<file path="src/rtl/mem_arb_pkg.sv">
// Shared constants for the instruction/data memory request arbiter.
// Master IDs, transfer size encodings and the default outstanding depth.
package mem_arb_pkg;

  localparam logic ID_INST = 1'b0;
  localparam logic ID_DATA = 1'b1;

  localparam logic [1:0] SIZE_BYTE = 2'd0;
  localparam logic [1:0] SIZE_HALF = 2'd1;
  localparam logic [1:0] SIZE_WORD = 2'd2;

  localparam int unsigned DEPTH_DEFAULT = 2;

endpackage

</file>
<file path="src/rtl/owner_fifo.sv">
// Order-preserving FIFO of 1-bit master IDs, one entry per slave transaction in flight.
// Pushes while full and pops while empty are ignored.
module owner_fifo
  import mem_arb_pkg::*;
#(
  parameter int unsigned DEPTH = DEPTH_DEFAULT,
  localparam int unsigned CW = $clog2(DEPTH + 1)
) (
  input  logic          clk,
  input  logic          reset,
  input  logic          i_push,
  input  logic          i_push_id,
  input  logic          i_pop,
  output logic          o_head,
  output logic [CW-1:0] o_count
);

  localparam int unsigned PW = (DEPTH > 1) ? $clog2(DEPTH) : 1;
  localparam logic [PW-1:0] LAST = PW'(DEPTH - 1);

  logic [DEPTH-1:0] r_mem;
  logic [PW-1:0]    r_wptr;
  logic [PW-1:0]    r_rptr;
  logic [CW-1:0]    r_count;
  logic             w_push;
  logic             w_pop;

  assign w_push = i_push & (r_count != CW'(DEPTH));
  assign w_pop  = i_pop & (r_count != '0);

  always_ff @(posedge clk or posedge reset) begin
    if (reset) begin
      r_mem   <= '0;
      r_wptr  <= '0;
      r_rptr  <= '0;
      r_count <= '0;
    end else begin
      if (w_push) begin
        r_mem[r_wptr] <= i_push_id;
        r_wptr        <= (r_wptr == LAST) ? '0 : r_wptr + 1'b1;
      end
      if (w_pop) begin
        r_rptr <= (r_rptr == LAST) ? '0 : r_rptr + 1'b1;
      end
      // Simultaneous push and pop leaves the occupancy unchanged.
      if (w_push && !w_pop) begin
        r_count <= r_count + 1'b1;
      end else if (w_pop && !w_push) begin
        r_count <= r_count - 1'b1;
      end
    end
  end

  assign o_head  = r_mem[r_rptr];
  assign o_count = r_count;

endmodule

</file>
<file path="src/rtl/mem_req_arbiter.sv">
// Arbitrates instruction and data SRAM-like masters onto one slave, data side first.
// An offered-but-unaccepted request is locked so the slave sees a stable request.
module mem_req_arbiter
  import mem_arb_pkg::*;
#(
  parameter int unsigned DEPTH = DEPTH_DEFAULT
) (
  input  logic        clk,
  input  logic        reset,
  input  logic        i_req,
  input  logic        i_wr,
  input  logic [1:0]  i_size,
  input  logic [3:0]  i_wstrb,
  input  logic [31:0] i_addr,
  input  logic [31:0] i_wdata,
  output logic        i_addr_ok,
  output logic        i_data_ok,
  output logic [31:0] i_rdata,
  input  logic        d_req,
  input  logic        d_wr,
  input  logic [1:0]  d_size,
  input  logic [3:0]  d_wstrb,
  input  logic [31:0] d_addr,
  input  logic [31:0] d_wdata,
  output logic        d_addr_ok,
  output logic        d_data_ok,
  output logic [31:0] d_rdata,
  output logic        s_req,
  output logic        s_wr,
  output logic [1:0]  s_size,
  output logic [3:0]  s_wstrb,
  output logic [31:0] s_addr,
  output logic [31:0] s_wdata,
  input  logic        s_addr_ok,
  input  logic        s_data_ok,
  input  logic [31:0] s_rdata,
  output logic        err_unexp
);

  localparam int unsigned CW = $clog2(DEPTH + 1);

  logic          r_lock_vld;
  logic          r_lock_id;
  logic          r_err_unexp;
  logic          w_lock_vld_d;
  logic          w_lock_id_d;
  logic          w_sel;
  logic          w_not_full;
  logic          w_accept;
  logic          w_pop;
  logic          w_head;
  logic [CW-1:0] w_count;

  assign w_sel      = r_lock_vld ? r_lock_id : (d_req ? ID_DATA : ID_INST);
  assign w_not_full = (w_count < CW'(DEPTH));
  assign s_req      = r_lock_vld | ((d_req | i_req) & w_not_full);
  assign w_accept   = s_req & s_addr_ok;
  assign w_pop      = s_data_ok & (w_count != '0);

  always_comb begin
    if (w_sel == ID_DATA) begin
      s_wr    = d_wr;
      s_size  = d_size;
      s_wstrb = d_wstrb;
      s_addr  = d_addr;
      s_wdata = d_wdata;
    end else begin
      s_wr    = i_wr;
      s_size  = i_size;
      s_wstrb = i_wstrb;
      s_addr  = i_addr;
      s_wdata = i_wdata;
    end
  end

  always_comb begin
    w_lock_vld_d = r_lock_vld;
    w_lock_id_d  = r_lock_id;
    if (w_accept) begin
      w_lock_vld_d = 1'b0;
    end else if (s_req && !r_lock_vld) begin
      w_lock_vld_d = 1'b1;
      w_lock_id_d  = w_sel;
    end
  end

  always_ff @(posedge clk or posedge reset) begin
    if (reset) begin
      r_lock_vld  <= 1'b0;
      r_lock_id   <= ID_INST;
      r_err_unexp <= 1'b0;
    end else begin
      r_lock_vld <= w_lock_vld_d;
      r_lock_id  <= w_lock_id_d;
      if (s_data_ok && (w_count == '0)) begin
        r_err_unexp <= 1'b1;
      end
    end
  end

  owner_fifo #(
    .DEPTH (DEPTH)
  ) u_owner_fifo (
    .clk       (clk),
    .reset     (reset),
    .i_push    (w_accept),
    .i_push_id (w_sel),
    .i_pop     (w_pop),
    .o_head    (w_head),
    .o_count   (w_count)
  );

  assign i_addr_ok = w_accept & (w_sel == ID_INST);
  assign d_addr_ok = w_accept & (w_sel == ID_DATA);
  assign i_data_ok = w_pop & (w_head == ID_INST);
  assign d_data_ok = w_pop & (w_head == ID_DATA);
  assign i_rdata   = s_rdata;
  assign d_rdata   = s_rdata;
  assign err_unexp = r_err_unexp;

endmodule
</file>
<file path="config.mk">
export PLATFORM = sky130hd
export DESIGN_NAME = mem_req_arbiter
export DESIGN_NICKNAME = d
export VERILOG_FILES = /design/src/rtl/mem_arb_pkg.sv /design/src/rtl/owner_fifo.sv /design/src/rtl/mem_req_arbiter.sv
export SDC_FILE = /design/constraint.sdc
export NUM_CORES = 1
export LEC_CHECK = 0
export CORE_AREA = 2 2 125 127
export DETAILED_ROUTE_END_ITERATION = 6
export DIE_AREA = 0 0 127 129
export HOLD_SLACK_MARGIN = 0.1
export PLACE_DENSITY = 0.51
export SLEW_MARGIN = 10
export SYNTH_ARGS = -nofsm -noshare
export SYNTH_HDL_FRONTEND = slang
export SYNTH_HIERARCHICAL = 1
export SYNTH_SLANG_ARGS = --single-unit
</file>
<file path="constraint.sdc">
create_clock -name clk -period 3.55 [get_ports clk]
set_input_delay 0.71 -clock clk [delete_from_list [all_inputs] [get_ports clk]]
set_output_delay 0.71 -clock clk [all_outputs]
set_load 0.1 [all_outputs]
</file>
==> results by group, run 1 <==
Critical path
  – Critical Path Fanout Max: 49
  – Largest stage delay on the critical path: a little over 500 ps
  – Setup crit start kind: primary input
  – CP Capture Type: output port
  – Worst Path Buf+Inv: 3
  – R2R setup slack: 1560 ps
  – Worst-path cell chain: clkdlybuf4s50_1 > mux2i_4 > buf_12 > mux2_2 > buf_12
  – Worst setup path category: primary input to output port
  – Worst EP required: between 2000 and 3000 ps
  – Slowest CP cell: clkdlybuf4s50_1
  – Crit-path leading delay family: buffers and inverters
  – Critical Path AT: approximately 2500 ps
  – Most used cell, CP: buf_12

GRT
  – First-pass GRT wire length: 13.2 mm
  – Antenna violations before repair: 0
  – Gr usage total: approximately a tenth
  – Maximum number of pins on one net before global-route repair: 50
  – Total grt overflow: 0
  – Vias in the first global route: a little over 2000

Route
  – DR WL/cell: between 15 and 20 µm
  – Vias per cell: around 3.6
  – Pre-antenna DRT Iters: 4
  – Post-DRT Antenna Nets: 0
  – Remaining DRCs: 0
  – Initial DRC count: 47
  – Vias: around 1900
  – Drt total wl: 9.70 mm

Finish
  – Layout cell share with drive strength beyond 1: a little over two fifths
  – Layout Cells excl Fill: ~540
  – Layout Cell Area excl Fill: between 0.004 and 0.005 mm²
  – Layout area overhead: 147%
  – ANT cells: 0
  – Nets: 530
  – Fillers: 1519

Placed design
  – Dpl cell area: around 0.0045 mm²
  – Hpwl dp: approximately 8.4 mm
  – Port bufs: 224
  – Cells after DPL: 532
  – GPL Wtd Cong: 0.736

Timing
  – Hold Fails Final Rpt: 0
  – Final Cycle Share: about nine tenths
  – Measured slew at the worst slew-check pin: 969 ps
  – Post-route minimum period: ~3200 ps
  – Hold slack: 454 ps
  – Setup-failing EPs final: 0
  – RSZ-0062 raised after global routing: no
  – Slew headroom: a little over a third
  – Clock Skews: approximately 0.95 ps
  – FMAX: approximately 320 MHz
  – Setup TNS: 0 ps
  – Max Slew Vio Count: 0

Power and ir drop
  – PD cells: approximately 730 mW/mm²
  – Max rail drop VDD: roughly 0.45 mV
  – Lkg Pwr: 0.00183 µW

CTS
  – Clock Root Buffer: clkbuf_16
  – Post-cts hold buffer count: 0
  – CTS tree: built
  – Clk_lat worst skew: 230 ps
  – Post-CTS resize count: 0
  – Clock Tree Buf Depth: 2
  – # Post-CTS Setup Buffers: 0
  – CTS sink count: 9
  – CTS H-tree depth: 1
  – Clock-pin slew on the worst setup and hold paths: approximately 40 ps
  – Num CTS Buffers: 3

Yosys
  – Ranking of synthesized cells by area: mux2_2 (40%), buf_4 (26%), dfrtp_1 (12%), mux2_1 (4.8%), buf_6 (3.6%)
  – #FFs+latches synth: 9
  – Predominant post-synthesis flop cell: dfrtp_1
  – Post-synth top area cell: mux2_2
  – Top cell type's share of synthesized area: between 30% and 40%
  – Sequential share of the synthesized area: 12.0%
  – Synthesized net count: 371
  – Yosys warnings: 6
  – Syn_area_per_cell: 9.84 µm²
  – Mapped Area: between 0.0015 and 0.002 mm²
  – Cell variety after synth: 28
  – Syn Inst Count: 190
  – Fraction of registers with async set/reset: 100%
  – Post-synth EDFFs: 0

Min path
  – Hold Path Class: flip-flop to flip-flop

Floorplan
  – Initial Utilization: approximately 12%
  – Core region area: roughly 0.015 mm²
  – Die ar.: roughly 0.016 mm²
  – Die Y-Extent: ~130 µm
  – Die Width: between 100 and 150 µm
  – Rows: 45
  – I/O pin cnt: roughly 320

Run
  – Number of max-cap violations: 0

Outcome
  – Status: completed
-- sequential cells by signal (all words and copies together), names as in the netlist --
signal	flops
err_unexp	1
r_lock_id	1
r_lock_vld	1
u_owner_fifo/o_count	2
u_owner_fifo/r_mem	2
u_owner_fifo/r_rptr	1
u_owner_fifo/r_wptr	1
-- logic make-up after synthesis --
kind of cell	share of synthesized area, %
adder cells (fa/ha/maj)	0.669
flip-flops	12.0
buffers and inverters	30.9
XOR/XNOR	2.34
AO/OA/AOI/OAI	3.41
multiplexers	45.8
AND/OR/NAND/NOR	4.88
-- synth_stat cells (3+ instances only) --
master,n
buf_4,66
mux2_2,66
dfrtp_1,9
mux2_1,8
buf_6,6
inv_1,4
xor2_1,3
-- layout make-up --
class / instances / area, µm² / area share, %
timing repair buffer: 226 / 2990 / 64.9
multi-input combinational: 105 / 1070 / 23.1
tap: 188 / 235 / 5.10
sequential: 9 / 225 / 4.88
clock buffer: 4 / 78.8 / 1.71
inverter: 4 / 15.0 / 0.325
-- through the flow --
| step | utilization (%) | total power (µW) | setup slack [ps] |
|---|---|---|---|
| 3_3_place_gp | 30.3 | 3200 | 403 |
| 4_1_cts | 30.8 | 3430 | 377 |
| 2_1_floorplan | - | 2450 | 243 |
| 3_5_place_dp | 30.3 | 3210 | 385 |
| 5_1_grt | 30.8 | 3490 | 323 |
| 6_report | 30.8 | 3380 | 377 |
-- where the power goes --
group | internal [µW] | switching (µW)
clock | 150 | 47.5
combinational | 1120 | 1860
sequential | 150 | 58.7
total | 1420 | 1970
-- worst register-to-register path: stages, from the launching register on --
cell      delay [ps]
dfrtp_1          480
o21bai_1         240
a21boi_0         360
and2_1           250
ha_1             180
xor2_1           160
nor2_1            60
xor2_1           130
-- per-layer routing --
metal / vias to the layer above / wire [µm] / track usage, %
li1: 907 / - / -
met1: 872 / 3560 / 12.1
met2: 137 / 5160 / 20.3
met3: 17 / 884 / 2.41
met4: 0 / 94 / 2.20
met5: - / 0 / 0
-- cells in the final DEF (no fill, tap or decap), types with 2 or more instances in the layout --
cell type,n
clkdlybuf4s50_1,148
mux2_1,8
buf_4,4
buf_12,74
dfrtp_1,9
nor2b_1,2
and2_1,2
xnor2_1,2
nand2_1,2
o21a_1,2
inv_1,4
mux2_2,66
nor2_1,2
clkbuf_16,3
xor2_1,3
-- path summary, 6_finish.rpt --
kind / from / end / depth (start not counted)
worst max-delay path: d_req / s_addr[26] / 5
worst min register to register: err_unexp / err_unexp / 1
min in group asynchronous: reset / err_unexp / 2
worst max register to register: u_owner_fifo/o_count[1] / u_owner_fifo/o_count[1] / 7
max in group asynchronous: reset / u_owner_fifo/o_count[1] / 2
worst min-delay path: err_unexp / err_unexp / 1
Note: power is estimated with default switching activity, not from simulation.
==> inputs of run 2 (changes only) <==
--- a/config.mk
+++ b/config.mk
@@ -5,11 +5,12 @@
 export SDC_FILE = /design/constraint.sdc
 export NUM_CORES = 1
 export LEC_CHECK = 0
-export CORE_AREA = 2 2 125 127
+export CORE_AREA = 2 2 126 128
 export DETAILED_ROUTE_END_ITERATION = 6
-export DIE_AREA = 0 0 127 129
+export DIE_AREA = 0 0 128 130
 export HOLD_SLACK_MARGIN = 0.1
-export PLACE_DENSITY = 0.51
+export PLACE_DENSITY = 0.53
+export REMOVE_ABC_BUFFERS = 1
 export SLEW_MARGIN = 10
 export SYNTH_ARGS = -nofsm -noshare
 export SYNTH_HDL_FRONTEND = slang
==> constraint.sdc (replaced) <==
create_clock -name clk -period 2.72 [get_ports clk]
set_input_delay 0.544 -clock clk [delete_from_list [all_inputs] [get_ports clk]]
set_output_delay 0.544 -clock clk [all_outputs]
set_load 0.1 [all_outputs]
==> run 2 against run 1 <==
Sequential cell count is the same. Routed wire length grew 47%. Critical endpoint is now s_wdata[25]. Worst setup slack got worse by 260 ps. Critical path type is now flip-flop to output port. Critical path depth unchanged.
==> results by group, run 2 (synthesis gave the netlist of run 1 again) <==
Timing
  – Slew headroom: 75.8% (+41 points)
  – Max Slew Vio Count: 0 (unchanged)
  – Setup slack after layout: 116 ps (-261 ps)
  – Post-route minimum period: approximately 2600 ps
  – Measured slew at the worst slew-check pin: 360 ps (-609 ps)
  – Setup TNS: 0 ps (unchanged)
  – FMAX: slightly below 400 MHz
  – Clock Skews: 3.20 ps (+2.25 ps)
  – RSZ-0062 raised after global routing: no
  – Final Cycle Share: around 96%
  – Setup-failing EPs final: 0 (unchanged)
  – Hold Fails Final Rpt: 0 (unchanged)

Route
  – Met2 WL post-DR: 5.52 mm (+7.0%)
  – M1 wire length: 5.80 mm (+63%)
  – Initial DRC count: 71 (+51%)
  – Top routing layer in use: met5
  – Vias per cell: 3.89 (+7.8%)
  – Post-DRT Antenna Nets: 0 (unchanged)
  – Vias: 2118 (+9.6%)
  – Met3 Routed Length: 2.73 mm (+210%)
  – Pre-antenna DRT Iters: 4 (unchanged)
  – DR WL/cell: 26.2 µm (+45%)
  – Remaining DRCs: 0 (unchanged)
  – Drt total wl: 14.3 mm (+47%)

CTS
  – Clk_lat worst skew: 240 ps (about the same)
  – CTS tree: built
  – Clock-pin slew on the worst setup and hold paths: 40 ps (about the same)
  – CTS sink count: 9 (unchanged)
  – Clock Tree Buf Depth: 2 (unchanged)
  – Num CTS Buffers: 3 (unchanged)
  – CTS H-tree depth: 1 (unchanged)
  – Clock Root Buffer: clkbuf_16
  – Post-cts hold buffer count: 0 (unchanged)

GRT
  – Maximum number of pins on one net before global-route repair: 25 (-50%)
  – Gr usage total: 16.4% (+5.8 points)
  – First-pass GRT wire length: 18.6 mm (+41%)
  – Vias in the first global route: 2384 (+15%)
  – Antenna violations before repair: 0 (unchanged)
  – Total grt overflow: 0 (unchanged)

Floorplan
  – I/O pin cnt: 321 (unchanged)
  – Core region area: 0.0154 mm² (+3.0%)
  – Die ar.: 0.0166 mm² (+1.6%)
  – Initial Utilization: 12.1% (-0.36 points)
  – Die Y-Extent: 130 µm (+0.78%)
  – Die Width: 128 µm (+0.79%)
  – Rows: 46 (+2.2%)

Run
  – Number of max-cap violations: 0 (unchanged)

Finish
  – Most frequent cells in the layout: clkdlybuf4s50_1 (146), buf_12 (79), mux2_2 (66)
  – Most common cell after layout, fill and taps aside: clkdlybuf4s50_1
  – ANT cells: 0 (unchanged)
  – Fillers: 1572 (+3.5%)
  – Nets: 535 (+0.94%)
  – Layout area overhead: 153%
  – Layout Cell Area excl Fill: 0.00474 mm² (+2.7%)
  – Layout cell share with drive strength beyond 1: 43.9% (+1.1 points)

Critical path
  – CP Capture Type: output port
  – Setup crit start kind: flip-flop
  – Worst-case reg-to-reg path depth: 7 (unchanged)
  – Worst setup path category: flip-flop to output port
  – Critical Path AT: 2060 ps (-400 ps)
  – Reg2reg start: u_owner_fifo/o_count[1]
  – Critical Path Fanout Max: 21 (-57%)
  – FF-to-FF End: u_owner_fifo/o_count[1]
  – R2R setup slack: 790 ps (-770 ps)
  – Worst EP required: 2180 ps (-660 ps)

Power and ir drop
  – Flop pwr share: 6.0% (-0.2 points)
  – PD cells: 968 mW/mm² (+32%)
  – Clk network pwr share: 5.7% (about the same)
  – Combinational power share: 88.4% (+0.4 points)
  – Sw power: 2610 µW (+33%)
  – Lkg Pwr: 0.00189 µW (+3.3%)
  – Max rail drop VDD: 0.509 mV (+13%)
  – Sw frac: 56.9% (-1.1 points)
  – P_int: 1980 µW (+39%)

Placed design
  – Hpwl dp: 13.1 mm (+55%)
  – Dpl cell area: 0.00461 mm² (+1.7%)
  – GPL Wtd Cong: 0.948 (+29%)
  – Port bufs: 224 (unchanged)
  – Setup WS pre-CTS: -40.2 ps (-426 ps)

Min path
  – Hold Path Class: flip-flop to flip-flop
  – Hold Path Origin: err_unexp
  – Worst hold stages: 1 (unchanged)
  – Hold Path End: err_unexp

Outcome
  – Status: completed
run 2: per-layer routing:
| layer | vias up | global-route usage, % |
|---|---|---|
| li1 | 918 | - |
| met1 | 962 | 19.2 |
| met2 | 226 | 22.5 |
| met3 | 10 | 14.2 |
| met4 | 2 | 2.59 |
| met5 | - | 5.00 |
run 2: worst max path at each step:
stage / start / endpoint / cells past startpoint
after floorplan: d_req / d_addr_ok / 2
after global placement: d_req / s_addr[29] / 5
after detailed placement: d_req / s_addr[26] / 5
after CTS: r_lock_vld / s_wdata[25] / 5
after global routing: r_lock_vld / s_wdata[4] / 5
final: r_lock_vld / s_wdata[25] / 5
run 2: layout make-up:
cell class | instances | area (µm²) | area share [%]
repair buffers | 231 | 3110 | 65.7
multi-input cells | 105 | 1070 | 22.5
flip-flops and latches | 9 | 225 | 4.75
clock buffers | 4 | 78.8 | 1.66
well taps | 192 | 240 | 5.07
inverters | 4 | 15.0 | 0.317
run 2: repair_timing:
action,4_1_cts,5_1_grt
setup buffers,1,0
gates resized for setup,1,0
endpoints found under the setup margin,45,0
run 2: per-stage QoR:
stage | hold WS [ps] | std cells | power, µW | util [%]
after floorplan | 298 | 118 | 2690 | -
after global placement | 446 | 539 | 4250 | 29.9
after detailed placement | 446 | 539 | 4280 | 29.9
after CTS | 455 | 545 | 4630 | 30.7
after global routing | 466 | 545 | 4730 | 30.7
final | 454 | 545 | 4590 | 30.7
run 2: power groups by stage:
| stage | registers, µW | clock network, µW | logic (µW) |
|---|---|---|---|
| 2_1_floorplan | 255 | 0 | 2430 |
| 3_3_place_gp | 270 | 0 | 3980 |
| 3_5_place_dp | 276 | 0 | 4000 |
| 4_1_cts | 274 | 267 | 4090 |
| 5_1_grt | 286 | 272 | 4180 |
| 6_report | 274 | 260 | 4060 |
run 2: critical path, cell delays in order (launching register included):
cell       delay [ps]
dfrtp_1           490
mux2i_4           300
buf_12            140
bufbuf_16         310
mux2_1            380
buf_12            180
==> inputs of run 3 (changes only) <==
--- a/config.mk
+++ b/config.mk
@@ -5,11 +5,11 @@
 export SDC_FILE = /design/constraint.sdc
 export NUM_CORES = 1
 export LEC_CHECK = 0
-export CORE_AREA = 2 2 126 128
+export CORE_AREA = 2 2 125 127
 export DETAILED_ROUTE_END_ITERATION = 6
-export DIE_AREA = 0 0 128 130
+export DIE_AREA = 0 0 127 129
 export HOLD_SLACK_MARGIN = 0.1
-export PLACE_DENSITY = 0.53
+export PLACE_DENSITY = 0.51
 export REMOVE_ABC_BUFFERS = 1
 export SLEW_MARGIN = 10
 export SYNTH_ARGS = -nofsm -noshare
==> constraint.sdc (replaced) <==
create_clock -name clk -period 3.1 [get_ports clk]
set_input_delay 0.62 -clock clk [delete_from_list [all_inputs] [get_ports clk]]
set_output_delay 0.62 -clock clk [all_outputs]
set_load 0.1 [all_outputs]
==> run 3 against run 2 <==
Design area decreased by 1.5%. Count of clock-buffer cells in the layout unchanged. Critical path depth unchanged. Sequential share of layout area increased by 0.070 points. Combinational power decreased by 15%. Final cell count decreased by 0.92%. Die area decreased by 1.5%. Routed wire length decreased by 12%. Sequential cell count unchanged. Core utilization increased by 0.46 points. Sequential power decreased by 12%. First-iteration DRC count increased by 14%. Critical endpoint is now s_wdata[31]. Largest cell class unchanged. Highest routed layer unchanged.
==> results by group, run 3 (synthesis gave the netlist of run 1 again) <==
Route
  – Drt total wl: 12.5 mm (-12%)
  – Post-DRT Antenna Nets: 0 (unchanged)
  – Vias: 2111 (-0.33%)
  – Vias per cell: 3.91 (+0.59%)
  – Remaining DRCs: 0 (unchanged)
  – DR WL/cell: 23.2 µm (-11%)
  – Pre-antenna DRT Iters: 4 (unchanged)
  – Initial DRC count: 81 (+14%)

CTS
  – Clock Root Buffer: clkbuf_16
  – Clk_lat worst skew: 230 ps (about the same)
  – Clock-pin slew on the worst setup and hold paths: 40 ps (about the same)
  – CTS H-tree depth: 1 (unchanged)
  – CTS sink count: 9 (unchanged)
  – Post-CTS resize count: 0 (-1)
  – Post-cts hold buffer count: 0 (unchanged)
  – Clock Tree Buf Depth: 2 (unchanged)
  – # Post-CTS Setup Buffers: 0 (-1)
  – CTS tree: built
  – Num CTS Buffers: 3 (unchanged)

Placed design
  – Port bufs: 224 (unchanged)
  – Hpwl dp: 11.4 mm (-13%)
  – Dpl cell area: 0.00458 mm² (-0.60%)
  – Cells after DPL: 532 (-1.3%)
  – GPL Wtd Cong: 0.765 (-19%)

GRT
  – Total grt overflow: 0 (unchanged)
  – Antenna violations before repair: 7 (+7)
  – Maximum number of pins on one net before global-route repair: 38 (+52%)
  – Gr usage total: 14.6% (-1.8 points)
  – Vias in the first global route: 2259 (-5.2%)
  – First-pass GRT wire length: 16.7 mm (-11%)

Floorplan
  – Die Y-Extent: 129 µm (-0.77%)
  – Die Width: 127 µm (-0.78%)
  – Die ar.: 0.0164 mm² (-1.5%)
  – Core region area: 0.0150 mm² (-2.9%)
  – I/O pin cnt: 321 (unchanged)
  – Rows: 45 (-2.2%)
  – Initial Utilization: 12.5% (+0.36 points)

Power and ir drop
  – Max rail drop VDD: 0.295 mV (-42%)
  – Lkg Pwr: 0.00185 µW (-2.4%)
  – PD cells: 840 mW/mm² (-13%)

Finish
  – Layout area overhead: 150%
  – Multi-input combinational cell area: 0.00107 mm² (unchanged)
  – Register area: 225 µm² (unchanged)
  – Layout Cell Area excl Fill: 0.00467 mm² (-1.5%)
  – Most common cell after layout, fill and taps aside: clkdlybuf4s50_1
  – Layout cell share with drive strength beyond 1: 43.1% (-0.81 points)
  – Layout Cells excl Fill: 540 (-0.92%)
  – Nets: 530 (-0.93%)
  – Fillers: 1540 (-2.0%)
  – Most frequent cells in the layout: clkdlybuf4s50_1 (147), buf_12 (78), mux2_2 (66)

Critical path
  – Reg2reg start: u_owner_fifo/o_count[1]
  – Critical Path Fanout Max: 37 (+76%)
  – Most used cell, CP: buf_12
  – Worst EP required: 2480 ps (+300 ps)
  – Slowest CP cell: clkdlybuf4s50_1
  – Beginning of the critical path: d_req
  – Largest stage delay on the critical path: 510 ps (+20 ps)
  – Worst Path Buf+Inv: 3 (unchanged)
  – Crit-path leading delay family: buffers and inverters
  – Worst setup path category: primary input to output port
  – Worst-path cell chain: clkdlybuf4s50_1 > mux2i_4 > buf_12 > mux2_2 > buf_12
  – CP Capture Type: output port
  – Setup crit start kind: primary input
  – Critical Path AT: 2260 ps (+200 ps)

Timing
  – Setup TNS: 0 ps (unchanged)
  – FMAX: roughly 350 MHz
  – Final Cycle Share: between 90% and 100%
  – Slew headroom: 73.0% (-2.7 points)
  – Hold Fails Final Rpt: 0 (unchanged)
  – Clock Skews: 1.11 ps (-2.09 ps)
  – Setup-failing EPs final: 0 (unchanged)
  – Measured slew at the worst slew-check pin: 401 ps (+40.9 ps)
  – Post-route minimum period: approximately 2900 ps
  – RSZ-0062 raised after global routing: no
  – Max Slew Vio Count: 0 (unchanged)

Run
  – Number of max-cap violations: 0 (unchanged)

Min path
  – Hold Path Origin: err_unexp
  – Hold Path Class: flip-flop to flip-flop

Outcome
  – Status: completed
[run 3: changes by cell type in the layout (fill, tap and decap cells not counted)]
| cell | previous run | this run |
|---|---|---|
| bufbuf_16 | 1 | 0 |
| clkdlybuf4s50_1 | 146 | 147 |
| buf_12 | 79 | 78 |
| dlygate4sd2_1 | 1 | 0 |
| buf_4 | 4 | 1 |
| diode_2 | 0 | 4 |
[run 3: routing by layer]
metal / global-route usage, % / share of wire, %
met3: 16.1 / 23
met1: 17.5 / 42
met5: 2.65 / 0.38
met2: 17.6 / 34
met4: 1.36 / 0.41
[run 3: worst register-to-register path, cell delays in order (launching register included)]
cell and delay, ps:
dfrtp_1 480, o21bai_1 240, a21boi_0 380, and2_1 230
ha_1 160, xor2_1 150, nor2_1 60, xor2_1 130
[run 3: path summary, 6_finish.rpt]
kind / endpoint / cells after the start / slack (ps)
setup / recovery: s_wdata[31] / 5 / 220
hold / removal: err_unexp / 1 / 470
setup reg to reg: u_owner_fifo/o_count[1] / 7 / 1130
hold reg to reg: err_unexp / 1 / 470
max in group asynchronous: u_owner_fifo/r_rptr / 2 / 2250
min in group asynchronous: r_lock_id / 2 / 600
[run 3: area by class of cell]
| class | instances | area share [%] |
|---|---|---|
| repair buffers | 226 | 65.1 |
| inverters | 4 | 0.321 |
| clock buffers | 4 | 1.69 |
| multi-input cells | 105 | 22.8 |
| diodes | 4 | 0.214 |
| well taps | 188 | 5.03 |
| flip-flops and latches | 9 | 4.82 |
[run 3: power by group]
part           leakage [µW]  internal, µW  switching [µW]
Clock             0.0000382           172            52.7
Combinational       0.00171          1340            2120
Sequential         0.000104           172            69.8
[run 3: metrics by stage]
step           hold slack, ps  power [µW]  utilization, %  setup WS, ps
6_report                  470        3920            31.2           219
5_1_grt                   494        4060            31.1           158
4_1_cts                   471        3960            31.1           209
3_5_place_dp              462        3720            30.6           209
3_3_place_gp              446        3710            30.6           221
2_1_floorplan             374        2360               -          -764
